**src/rtl/qaoa_df_region_ctrl_if.sv**
```systemverilog
// Handshake bundle between the region controller and its environment.
// master: region consumer plus the dataflow processes; slave: the controller.
interface qaoa_df_region_ctrl_if #(
  parameter int PROC_NUM = 2
);
  logic                ap_start;
  logic                ap_ready;
  logic                ap_done;
  logic                ap_idle;
  logic                ap_continue;
  logic [PROC_NUM-1:0] proc_start;
  logic [PROC_NUM-1:0] proc_ready;
  logic [PROC_NUM-1:0] proc_done;
  logic [PROC_NUM-1:0] proc_continue;
  logic                dl_detect_out;
  logic [PROC_NUM-1:0] dl_proc_vec;

  modport master (
    output ap_start, ap_continue, proc_ready, proc_done,
    input  ap_ready, ap_done, ap_idle, proc_start, proc_continue,
           dl_detect_out, dl_proc_vec
  );

  modport slave (
    input  ap_start, ap_continue, proc_ready, proc_done,
    output ap_ready, ap_done, ap_idle, proc_start, proc_continue,
           dl_detect_out, dl_proc_vec
  );
endinterface

```
**src/rtl/qaoa_df_region_ctrl.sv**
```systemverilog
// Start fan-out / ready+done join for the qaoa_kernel dataflow region (ap_ctrl_chain).
// Optional stall watchdog enabled by defining QAOA_DF_WATCHDOG_EN.
//
// state    | meaning
// ST_IDLE  | region idle, waiting for ap_start
// ST_RUN   | processes started; collecting ready and done
// ST_SYNC  | all processes done, holding ap_done until ap_continue
module qaoa_df_region_ctrl #(
  parameter int PROC_NUM = 2,
  parameter int WD_LIMIT = 1000,
  parameter int WD_W     = 32
) (
  input  logic                  ap_clk,
  input  logic                  ap_rst,
  qaoa_df_region_ctrl_if.slave  bus
);

  typedef enum logic [1:0] {ST_IDLE, ST_RUN, ST_SYNC} state_t;

  localparam logic [PROC_NUM-1:0] ALL_ONES = '1;

  if (PROC_NUM < 1 || WD_LIMIT < 1 || WD_W < 1) begin : g_bad_cfg
    $error("qaoa_df_region_ctrl: PROC_NUM, WD_LIMIT and WD_W must all be >= 1");
  end

  state_t              state;
  logic [PROC_NUM-1:0] ready_reg;
  logic [PROC_NUM-1:0] done_reg;
  logic [PROC_NUM-1:0] acc;
  logic [PROC_NUM-1:0] ready_nxt;
  logic [PROC_NUM-1:0] done_nxt;
  logic                run;
  logic                sync;
  logic                all_done;

  always_comb begin
    run       = (state == ST_RUN);
    sync      = (state == ST_SYNC);
    acc       = run ? (~ready_reg & bus.proc_ready) : '0;
    ready_nxt = ready_reg | acc;
    done_nxt  = done_reg | bus.proc_done;
    all_done  = &done_nxt;
  end

  // Join outputs are combinational so a same-cycle ready/done costs no latency.
  assign bus.proc_start    = run ? ~ready_reg : '0;
  assign bus.ap_idle       = (state == ST_IDLE);
  assign bus.ap_ready      = run && (&ready_nxt) && !(&ready_reg);
  assign bus.ap_done       = (run && all_done) || sync;
  assign bus.proc_continue = (bus.ap_done && bus.ap_continue) ? ALL_ONES : '0;

  always_ff @(posedge ap_clk) begin
    if (ap_rst) begin
      state     <= ST_IDLE;
      ready_reg <= '0;
      done_reg  <= '0;
    end else begin
      case (state)
        ST_IDLE: begin
          if (bus.ap_start) begin
            ready_reg <= '0;
            done_reg  <= '0;
            state     <= ST_RUN;
          end
        end
        ST_RUN: begin
          ready_reg <= ready_nxt;
          done_reg  <= done_nxt;
          if (all_done) begin
            state <= bus.ap_continue ? ST_IDLE : ST_SYNC;
          end
        end
        ST_SYNC: begin
          if (bus.ap_continue) begin
            state <= ST_IDLE;
          end
        end
        default: state <= ST_IDLE;
      endcase
    end
  end

`ifdef QAOA_DF_WATCHDOG_EN
  localparam logic [WD_W-1:0] WD_MAX = WD_W'(WD_LIMIT);
  localparam logic [WD_W-1:0] WD_ONE = {{(WD_W-1){1'b0}}, 1'b1};

  logic [WD_W-1:0]     wd_cnt;
  logic                dl_detect_q;
  logic [PROC_NUM-1:0] dl_proc_q;
  logic                progress;

  assign progress = (|acc) || (run && |(done_nxt & ~done_reg));

  // A stall in ST_SYNC belongs to the consumer, so the count only runs in ST_RUN.
  always_ff @(posedge ap_clk) begin
    if (ap_rst) begin
      wd_cnt      <= '0;
      dl_detect_q <= 1'b0;
      dl_proc_q   <= '0;
    end else begin
      case (state)
        ST_IDLE: wd_cnt <= '0;
        ST_RUN: begin
          if (progress) begin
            wd_cnt <= '0;
          end else if (wd_cnt != WD_MAX) begin
            wd_cnt <= wd_cnt + WD_ONE;
          end
        end
        default: wd_cnt <= wd_cnt;
      endcase
      if (wd_cnt == WD_MAX && !dl_detect_q) begin
        dl_detect_q <= 1'b1;
        dl_proc_q   <= ~done_reg;
      end
    end
  end

  assign bus.dl_detect_out = dl_detect_q;
  assign bus.dl_proc_vec   = dl_proc_q;
`else
  assign bus.dl_detect_out = 1'b0;
  assign bus.dl_proc_vec   = '0;
`endif

endmodule
```
**src/flat_wrapper.sv**
```systemverilog
// flat-port wrapper written by rule: the top's interface ports become plain ports
module qaoa_df_region_ctrl_flat 
#(
  parameter int PROC_NUM = 2,
  parameter int WD_LIMIT = 1000,
  parameter int WD_W     = 32
)
  (ap_clk, ap_rst, bus_ap_start, bus_ap_continue, bus_proc_ready, bus_proc_done, bus_ap_ready, bus_ap_done, bus_ap_idle, bus_proc_start, bus_proc_continue, bus_dl_detect_out, bus_dl_proc_vec);
  qaoa_df_region_ctrl_if #(.PROC_NUM(PROC_NUM)) bus_i ();
  input  logic ap_clk;
  input  logic ap_rst;
  input wire logic [$bits(bus_i.ap_start)-1:0] bus_ap_start;
  input wire logic [$bits(bus_i.ap_continue)-1:0] bus_ap_continue;
  input wire logic [$bits(bus_i.proc_ready)-1:0] bus_proc_ready;
  input wire logic [$bits(bus_i.proc_done)-1:0] bus_proc_done;
  output wire logic [$bits(bus_i.ap_ready)-1:0] bus_ap_ready;
  output wire logic [$bits(bus_i.ap_done)-1:0] bus_ap_done;
  output wire logic [$bits(bus_i.ap_idle)-1:0] bus_ap_idle;
  output wire logic [$bits(bus_i.proc_start)-1:0] bus_proc_start;
  output wire logic [$bits(bus_i.proc_continue)-1:0] bus_proc_continue;
  output wire logic [$bits(bus_i.dl_detect_out)-1:0] bus_dl_detect_out;
  output wire logic [$bits(bus_i.dl_proc_vec)-1:0] bus_dl_proc_vec;
  assign bus_i.ap_start = bus_ap_start;
  assign bus_i.ap_continue = bus_ap_continue;
  assign bus_i.proc_ready = bus_proc_ready;
  assign bus_i.proc_done = bus_proc_done;
  assign bus_ap_ready = bus_i.ap_ready;
  assign bus_ap_done = bus_i.ap_done;
  assign bus_ap_idle = bus_i.ap_idle;
  assign bus_proc_start = bus_i.proc_start;
  assign bus_proc_continue = bus_i.proc_continue;
  assign bus_dl_detect_out = bus_i.dl_detect_out;
  assign bus_dl_proc_vec = bus_i.dl_proc_vec;
  qaoa_df_region_ctrl #(.PROC_NUM(PROC_NUM), .WD_LIMIT(WD_LIMIT), .WD_W(WD_W)) u_core (.ap_clk(ap_clk), .ap_rst(ap_rst), .bus(bus_i));
endmodule
```
**config.mk**
```make
export PLATFORM = sky130hd
export DESIGN_NAME = qaoa_df_region_ctrl_flat
export DESIGN_NICKNAME = d
export VERILOG_FILES = /design/src/rtl/qaoa_df_region_ctrl_if.sv /design/src/rtl/qaoa_df_region_ctrl.sv /design/src/flat_wrapper.sv
export SDC_FILE = /design/constraint.sdc
export NUM_CORES = 1
export LEC_CHECK = 0
export CAP_MARGIN = 20
export CELL_PAD_IN_SITES_DETAIL_PLACEMENT = 1
export CELL_PAD_IN_SITES_GLOBAL_PLACEMENT = 2
export CORE_ASPECT_RATIO = 0.7
export CORE_MARGIN = 2
export CORE_UTILIZATION = 17
export DETAILED_ROUTE_END_ITERATION = 8
export PLACE_DENSITY = 0.68
export SYNTH_ARGS = -nofsm -noshare
export SYNTH_HDL_FRONTEND = slang
export SYNTH_SLANG_ARGS = --single-unit
```
**constraint.sdc**
```tcl
create_clock -name ap_clk -period 1.2 [get_ports ap_clk]
set_input_delay 0.24 -clock ap_clk [delete_from_list [all_inputs] [get_ports ap_clk]]
set_output_delay 0.24 -clock ap_clk [all_outputs]
set_load 0.005 [all_outputs]
```
Yosys cells after proc, flatten, opt, wreduce, memory -nomap -nowiden
Cells that the tools add are included.
- register bits: 6
- input port bits: 8
- output and inout port bits: 10
- equality and inequality tests: 5
- multiplexer cells: 11
- bitwise gates (word level): 4
- reduce and logical (&&, ||, !) cells: 13
- operators with widths (kind ; number):
    2-to-1 mux 2 bit ; 8
    case mux 2 bit (2 select lines) ; 2
    AND reduction 2 bit ; 4
    inequality test 2 bit (second input constant) ; 3
    case mux 2 bit (3 select lines) ; 1
    logical AND 1 bit ; 4
    OR 2 bit ; 2
    AND reduction 3 bit ; 1
    AND 2 bit ; 1
    equality test 2 x 1 -> 1 bit (second input constant) ; 1
    equality test 2 bit (second input constant) ; 1
    logical NOT 2 bit ; 1
    NOT 2 bit ; 1
    nonzero test 2 bit ; 1
    logical NOT 1 bit ; 1
    logical OR 1 bit ; 1

Depth between registers and ports, before layout
- depth in word-level cells: 7
- depth in mapped cells: 4
- gate-level depth less buffers: 3

Least setup slack after synthesis
OpenSTA, ideal clock, no wires.
- path kind: register to output
- start point: reg u_core.state[1]
- end point: out bus_proc_continue[1]
- arrival: 1.002 ns
- setup slack: -0.042 ns
- cell stages (with the launch flop): 5
- buffers on the path: 1
- cells stage by stage: dfxtp_1 -> nand2b_4 -> o21ai_2 -> and2_2 -> buf_4
- cells in the longest elaborated chain, start to end: 5
- elaborated cells on any way between the ends: 6
- classes of those cells: eq/ne: 2; mux: 1; reduce/logical: 3
- RTL lines (item ; RTL line ; RTL):
    from (decl) ; qaoa_df_region_ctrl.sv:26 ; state_t state;
    from (signal assigned) ; qaoa_df_region_ctrl.sv:70 ; state <= bus.ap_continue ? ST_IDLE : ST_SYNC;
    equality test 2 x 1 -> 1 bit ; qaoa_df_region_ctrl.sv:37 ; run = (state == ST_RUN);
    logical AND 1 bit ; qaoa_df_region_ctrl.sv:49 ; assign bus.ap_done = (run && all_done) || sync;
    logical OR 1 bit * ; qaoa_df_region_ctrl.sv:49 ;
    named net bus_ap_done ; flat_wrapper.sv:17 ; output wire logic [$bits(bus_i.ap_done)-1:0] bus_ap_done;
    logical AND 1 bit * ; qaoa_df_region_ctrl.sv:50 ; assign bus.proc_continue = (bus.ap_done && bus.ap_continue) ? ALL_ONES : '0;
    2-to-1 mux 2 bit * ; qaoa_df_region_ctrl.sv:50 ;
    to (decl) ; flat_wrapper.sv:20 ; output wire logic [$bits(bus_i.proc_continue)-1:0] bus_proc_continue;
The timed path passes the listed nets; every way through them passes the cells marked *.

Worst setup path after layout
- start point: reg u_core.state[1]
- end point: out bus_proc_continue[0]
- cells in the longest elaborated chain, start to end: 5
- elaborated cells on any way between the ends: 6
- classes of those cells: eq/ne: 2; mux: 1; reduce/logical: 3
- RTL lines (item ; RTL line):
    equality test 2 x 1 -> 1 bit ; qaoa_df_region_ctrl.sv:37
    logical AND 1 bit ; qaoa_df_region_ctrl.sv:49
    logical OR 1 bit * ; qaoa_df_region_ctrl.sv:49
    logical AND 1 bit * ; qaoa_df_region_ctrl.sv:50
    2-to-1 mux 2 bit * ; qaoa_df_region_ctrl.sv:50
Every way passes the cells marked *; elsewhere a longest branch is shown, timed or not.

==> flow_summary_export.csv <==
group,metric,value,unit
setup_path,cp-end-kind,"primary output",
setup_path,critPathTopFamily,"flip-flops",
timing,clock_skew,0.0107,ns
place,dp_cells,86,
routing,drc,0,
floorplanning,rows,13,
setup_path,cp_common_cell,"buf_6",
clocking,cts_made_buffers,3,
clocking,clk_pin_slew_worst_paths,0.06,ns
setup_path,cp_slowest_cell,"dfxtp_4",
clocking,clock_sinks,6,
grt,grt-ovfl-total,0,
routing,postRouteAntennaNets,0,
floorplanning,die_w,57.9,µm
yosys,synth_fa_ha_area_frac,0,
floorplanning,start_util,0.183,
setup_path,path_cells,"nand2b_4 -> o21ai_4 -> buf_6 -> and2_4 -> buf_6",
yosys,synthTopCellsByArea,"dfxtp_1 (35%), nand2b_1 (9.1%), nor2b_1 (9.1%)",
run,drv_cap,0,
timing,hold_viol,0,
place,gp_congestion,0.691,
setup_path,slowest_delay,0.33,ns
timing,final.setup.worst_slack,-0.277,ns
setup_path,r2r-start,"u_core.state[1]",
finish,area_delta_synth_final,104,%
yosys,netlist_area,345,µm²
yosys,synth_top_family_by_area,"simple AND/OR/NAND/NOR gates",
grt,grt_pass1_vias,383,
routing,vias_per_cell,4.13,
pwr,vdd_drop_max,0.558,mV
clocking,htree_levels,1,
status,failed_checks,"negative setup slack",
timing,max_freq,677,MHz
yosys,avgSynthCellArea,8.42,µm²
setup_path,arrival,1.24,ns
floorplanning,die_h,41.7,µm
yosys,synth_cells,41,
setup_path,cp.buffers_inverters,2,
timing,post-route-min-period,1.48,ns
timing,slew_viol_final,0,
status,outcome,"finished with violations",
yosys,synth_top_area_cell,"dfxtp_1",
finish,register_area,130,µm²
floorplanning,die_area,2410,µm²
pwr,total_power,0.613,mW
setup_path,path_max_fanout,3,
pwr,p_per_area,872,nW/µm²
yosys,synth.mux.area_fraction,0.0290,
setup_path,rrSetupSlack,0.10,ns
timing,fin_crit_sh,1.23,
yosys,synth_top_area_frac,0.348,
finish,mostFrequentLayoutCell,"buf_4",
yosys,synthSimpleGateAreaFrac,0.326,
yosys,synth-compound-area-share,0.199,
place,hpwlAfterDp,797,µm
setup_path,r2r_end,"u_core.done_reg[1]",
yosys,synth_warnings,0,
finish,final_cells,95,
clocking,root_buffer,"clkbuf_4",
grt,grt_max_degree,7,
setup_path,crit_required,0.96,ns
finish,fillers,227,
yosys,synth_seq_cells,6,
worst_hold_path,holdPathStages,4,
timing,rsz0062_at_grt,"yes",
finish,final_cell_mix,"buf_4 (12), buf_6 (8), dfxtp_2 (5)",
finish,diodes,0,
worst_hold_path,worstHoldStart,"bus_proc_ready[0]",
floorplanning,ios,18,
worst_hold_path,min_path_type,"input pin to flip-flop",
yosys,yosysSeqAreaShare,0.348,
setup_path,start_kind,"flip-flop",
floorplanning,core-area,1890,µm²
clocking,cts_tree,"done",
setup_path,critical_path_class,"flip-flop to primary output",
pwr,p_leak,0.304,nW
grt,grt_first_pass_wirelength,1820,µm
finish,multiInputGateArea,258,µm²
routing,routedWlPerCell,12.5,µm
setup_path,cp-startpoint,"u_core.state[1]",
clocking,insertion_delay,0.25,ns
clocking,cts_hold_buf,0,
routing,firstDrtPassIters,4,
grt,antenna_found_initial,0,
setup_path,rr_worst_depth,5,
yosys,yosysUniqueCellTypes,16,
finish,final_nets,83,
clocking,clock_path_buffers,2,
finish,fin_util,0.373,
place,io_buffer_count,14,
finish,final_layout_size_suffix_gt1_frac,0.603,
routing,vias,392,
routing,drt_iter0_markers,9,
timing,setup-violations-final,7,
worst_hold_path,hold_end,"u_core.ready_reg[0]",
yosys,synth_xor_area_frac,0,
grt,track_usage,0.0999,
routing,drt-total-wl,1190,µm
-- layout make-up --
cell class              instances  share of cell area
well taps                      22              0.0391
repair buffers                 31               0.377
flip-flops and latches          6               0.185
multi-input cells              33               0.367
clock buffers                   3              0.0320
-- layer usage --
metal	vias to the layer above	share of wire	GRT usage
met3	2	0.076	0.0467
met4	0	0.0042	0.0140
met1	173	0.44	0.133
met5	-	0	0
li1	202	-	-
met2	15	0.48	0.150
-- where the power goes --
part	internal [mW]	total, mW	switching (mW)
Clock	0.114	0.201	0.0871
Combinational	0.113	0.187	0.0736
Sequential	0.212	0.225	0.0132
Total	0.439	0.613	0.174
-- synth_stat cells (all sizes together) --
| cell | count |
|---|---|
| nor3b | 1 |
| and2 | 1 |
| o22ai | 2 |
| nor2b | 5 |
| conb | 1 |
| a211oi | 1 |
| buf | 4 |
| mux2i | 1 |
| dfxtp | 6 |
| o21ai | 5 |
| a21oi | 4 |
| nor3 | 1 |
| nand2b | 6 |
| nor2 | 3 |
-- worst min-delay path, delay by kind of cell --
| kind | cells | cell delay [ns] |
|---|---|---|
| buffers and inverters | 1 | 0.22 |
| AND/OR/NAND/NOR | 1 | 0.13 |
| AO/OA/AOI/OAI | 2 | 0.20 |
-- cells by family (layout without fill, tap and decap cells) --
family,count (synthesis),after routing
AOI/OAI and AO/OA,12,12
buffers and inverters,4,34
DFF,6,6
muxes,1,1
other,1,3
and+or+nand+nor,17,17
-- how the worst max path moves through the flow --
stage                      endpoint  slack (ns)  depth (start not counted)
2_1_floorplan  bus_proc_continue[1]        0.03                          4
3_3_place_gp   bus_proc_continue[1]       -0.68                          5
3_5_place_dp   bus_proc_continue[1]       -0.70                          5
4_1_cts        bus_proc_continue[1]       -0.27                          5
5_1_grt        bus_proc_continue[1]       -0.32                          5
6_report       bus_proc_continue[0]       -0.28                          5
-- repair_timing --
action | in CTS | in global routing
endpoints found under the setup margin | 7 | 7
gates resized for setup | 42 | 15
setup buffers | 4 | 4
pin swaps | 5 | 1
-- stage by stage --
stage	hold WS [ns]	setup TNS, ns	setup slack, ns	area, µm²
after floorplan	0.301	0	0.0336	355
after global placement	0.565	-3.79	-0.677	576
after detailed placement	0.567	-4.03	-0.698	576
after CTS	0.556	-1.02	-0.271	619
after global routing	0.632	-1.77	-0.323	703
final	0.561	-1.44	-0.277	703
Power figures use the tool's default switching activity.
